<file path="config.mk">
export PLATFORM = sky130hd
export DESIGN_NAME = counter_checker_capture
export DESIGN_NICKNAME = d
export VERILOG_FILES = /design/src/rtl/counter_checker_capture.sv
export SDC_FILE = /design/constraint.sdc
export NUM_CORES = 1
export LEC_CHECK = 0
export ABC_AREA = 1
export CORE_ASPECT_RATIO = 1.5
export CORE_MARGIN = 8
export CORE_UTILIZATION = 30
export DETAILED_ROUTE_END_ITERATION = 10
export SETUP_SLACK_MARGIN = 0.2
export SYNTH_ARGS = -nofsm -noshare
export SYNTH_HDL_FRONTEND = slang
export SYNTH_SLANG_ARGS = --single-unit
</file>
<file path="constraint.sdc">
create_clock -name clock -period 1.6 [get_ports clock]
set_input_delay 0.16 -clock clock [delete_from_list [all_inputs] [get_ports clock]]
set_output_delay 0.16 -clock clock [all_outputs]
set_load 0.02 [all_outputs]
</file>
<file path="src/rtl/counter_checker_capture.sv">
// Error bookkeeping for counter_checker: sticky flag, saturating count and
// first-mismatch capture; a synchronous clear overrides a same-edge mismatch.
module counter_checker_capture #(
    parameter int WIDTH = 8,
    parameter int ERR_W = 16
) (
    input  logic             clock,
    input  logic             reset_n,
    input  logic             clear,
    input  logic             mismatch,
    input  logic [WIDTH-1:0] exp,
    input  logic [WIDTH-1:0] got,
    output logic             err,
    output logic [ERR_W-1:0] err_count,
    output logic [WIDTH-1:0] first_exp,
    output logic [WIDTH-1:0] first_got
);

    // NOTE: sequential state uses non-blocking assignments so every register
    // samples pre-edge values, independent of statement order.
    always_ff @(posedge clock or negedge reset_n) begin
        if (!reset_n) begin
            err       <= 1'b0;
            err_count <= '0;
            first_exp <= '0;
            first_got <= '0;
        end else if (clear) begin
            err       <= 1'b0;
            err_count <= '0;
            first_exp <= '0;
            first_got <= '0;
        end else if (mismatch) begin
            err <= 1'b1;
            if (err_count != '1)
                err_count <= err_count + ERR_W'(1);
            if (!err) begin
                first_exp <= exp;
                first_got <= got;
            end
        end
    end

endmodule

</file>
==> results of run 1 <==
metal layers:
metal | part of all wire [%] | up-vias | GRT usage (%)
met5 | 0 | - | 0
met4 | 2.9 | 0 | 6.52
met3 | 7.6 | 12 | 5.07
met2 | 51 | 60 | 23.1
met1 | 39 | 799 | 12.5
li1 | - | 881 | -
cell families after synthesis:
kind of cell / Yosys count / synth area share (%)
buf+inv: 40 / 9.69
flops: 33 / 47.4
compound gates: 28 / 8.18
simple gates: 118 / 31.5
xor+xnor: 5 / 2.51
fa+ha+maj: 1 / 0.718
power by group through the flow:
stage | registers [uW] | logic [uW] | clock network (uW)
global route | 906 | 333 | 894
global placement | 915 | 320 | 0
finish | 900 | 300 | 834
floorplan | 966 | 82.4 | 0
CTS | 900 | 302 | 853
detailed placement | 915 | 322 | 0
stage by stage:
| stage | utilization (%) | hold slack (ps) | instances |
|---|---|---|---|
| detailed placement | 42.5 | 530 | 352 |
| CTS | 45.7 | 288 | 368 |
| global route | 47.9 | 324 | 377 |
| global placement | 42.5 | 522 | 352 |
| finish | 47.9 | 271 | 377 |
| floorplan | - | -136 | 225 |
cell usage in the layout, fill, tap and decap left out, types with 7 or more instances in the layout:
cell type / netlist / layout
o21ai_1: 7 / 7
o21ai_0: 18 / 17
inv_1: 29 / 29
nor2_1: 18 / 10
buf_4: 0 / 24
nand2_1: 47 / 43
dfrtp_1: 33 / 26
clkdlybuf4s50_1: 0 / 19
dfrtp_2: 0 / 7
dlygate4sd2_1: 0 / 33
nand3_1: 36 / 33
layout make-up:
type	instances	area share [%]
clock buffers	6	3.02
inverters	32	4.40
clock inverters	2	1.37
flip-flops and latches	33	30.6
repair buffers	78	25.3
multi-input cells	154	32.1
well taps	72	3.30
state kept, by name, indices dropped and copies added (netlist names):
signal	count
first_got	8
first_exp	8
err	1
err_count	16
timing repair:
| action | in CTS | in global routing |
|---|---|---|
| buffers inserted | 6 | 9 |
| setup endpoints to repair | 48 | 16 |
| cloned | 2 | 0 |
| pin swaps | 2 | 8 |
| hold buffers | 0 | 0 |
| resized for setup | 45 | 16 |
synthesized netlist by cell type, types with 2 or more instances:
master	instances	area (sq um)
a21oi_1	2	10.0
nand4_1	4	25.0
nand3_1	36	180
buf_6	2	22.5
clkbuf_1	2	7.51
or2_2	3	18.8
nand2_1	47	176
nand3_2	2	20.0
inv_2	3	11.3
o21ai_0	18	90.1
buf_2	3	15.0
dfrtp_1	33	826
o21ai_1	7	35.0
nor2_2	2	12.5
nor2_1	18	67.6
nand3b_1	2	15.0
inv_1	29	109
xor2_1	5	43.8
how the worst max path moves through the flow:
stage	from	endpoint	cells past startpoint
detailed placement	err_count[6]	err_count[1]	8
global route	err_count[1]	err_count[2]	9
global placement	clear	err_count[10]	5
CTS	err_count[0]	err_count[2]	9
finish	err_count[1]	err_count[5]	9
floorplan	err_count[0]	err_count[12]	8
worst max-delay path: stages, from the launching register on:
cell and delay (ps):
dfrtp_2 390, ha_4 170, nand2_2 70, nor2_4 130, nand3_2 90, nor2_1 130, nor2_1 60, buf_4 160
nand3_1 70, nand2_1 50
==> flow_summary_export.csv, run 1 <==
group,metric,value,unit
run_status,status,"finished clean",
finish,drive_above_1_share,23.9,%
pwr,clkPwrFrac,41.0,%
clocking,clkTransAtPathRegs,70,ps
grt,grtUsageTotal,12.9,%
clocking,cts_sinks,33,
timing,rsz0062_at_grt,"yes",
yosys,synthArstFlopShare,100,%
routing,drc,0,
routing,drtPass1Iterations,4,
grt,gr-total-overflow,0,
pwr,netSwitchingPower,524,uW
pwr,internal_power,1510,uW
floorplanning,io_pins,53,
finish,regArea,835,sq um
yosys,yosysWarnings,0,
setup_path,r2r_slack,180,ps
yosys,syn-cell-area,1740,sq um
worst_hold_path,hp-class,"input port to asynchronous set/reset pin",
setup_path,crit_path_end_kind,"flop",
pwr,p_seq_share,44.2,%
setup_path,required,1790,ps
setup_path,r2r_end,"err_count[5]",
placement,dp_slack,146,ps
finish,design_area,2730,sq um
yosys,ys_seq_area_share,47.4,%
yosys,syn_nets,246,
yosys,synth_cells,225,
timing,setup_viol,0,
pwr,pwr-share-comb,14.8,%
yosys,synth_cell_type_count,25,
grt,grt_pass1_vias,1837,
clocking,h-tree-depth,2,
setup_path,r2r-start,"err_count[1]",
routing,post_drt_via_cell_ratio,4.65,
timing,fin_crit_sh,88.6,%
grt,antenna_found_initial,0,
timing,finalHoldViolCount,0,
yosys,synthFlopType,"dfrtp_1",
setup_path,criticalPathCategory,"flop to flop",
finish,final_net_count,325,
timing,worst_slack,182,ps
yosys,synth_edf_count,0,
placement,dp_hpwl,3630,um
finish,multi_input_area,876,sq um
pwr,finalPower,2030,uW
placement,place_area,2420,sq um
routing,post_drt_wl_per_cell,14.0,um
grt,grt_max_degree,34,
setup_path,start_kind,"flop",
run,maxCapViolations,0,
grt,grt_pass1_wl,8710,um
pwr,p_leak,0.00132,uW
clocking,root_buffer,"clkbuf_8",
clocking,cts_tree,"yes",
routing,wirelength,5280,um
floorplanning,die-area,8560,sq um
floorplanning,chipWidth,78.2,um
timing,tightestPinTransition,438,ps
setup_path,path_max_fanout,6,
floorplanning,die_h,109,um
floorplanning,core,5700,sq um
setup_path,r2r_cells,9,
placement,gp_congestion,0.822,
finish,area_delta_synth_final,56.7,%
yosys,avgSynthCellArea,7.75,sq um
routing,drtIter0Drc,76,
pwr,p_per_area,744,nW/um^2
setup_path,crit_arrival,1600,ps
timing,fin_setup_tns,0,ps
floorplanning,placementRows,34,
floorplanning,start_util,30.6,%
timing,finalClockSkew,6.37,ps
pwr,vdd_drop_max,0.739,mV
clocking,clock_latency,290,ps
finish,fill_cells,590,
routing,vias,1752,
finish,diodes,0,
yosys,synth-seq-cells,33,
routing,final_antenna_net_count,0,
timing,slew_headroom,70.8,%
timing,max_freq,0.705,GHz
placement,portBuffers,52,
clocking,cts_buffer_depth,2,
timing,maxSlewViolCount,0,
pwr,netSwitchingFraction,25.8,%
clocking,cts-buffers-inserted,5,
timing,min_period,1420,ps
Note: power is estimated with default switching activity, not from simulation.
==> run 2: changes to the inputs <==
Settings changed: ABC_CLOCK_PERIOD_IN_PS set to 1600.
==> results of run 2 <==
No change in the layout: final DEF, timing and power equal those of run 1.
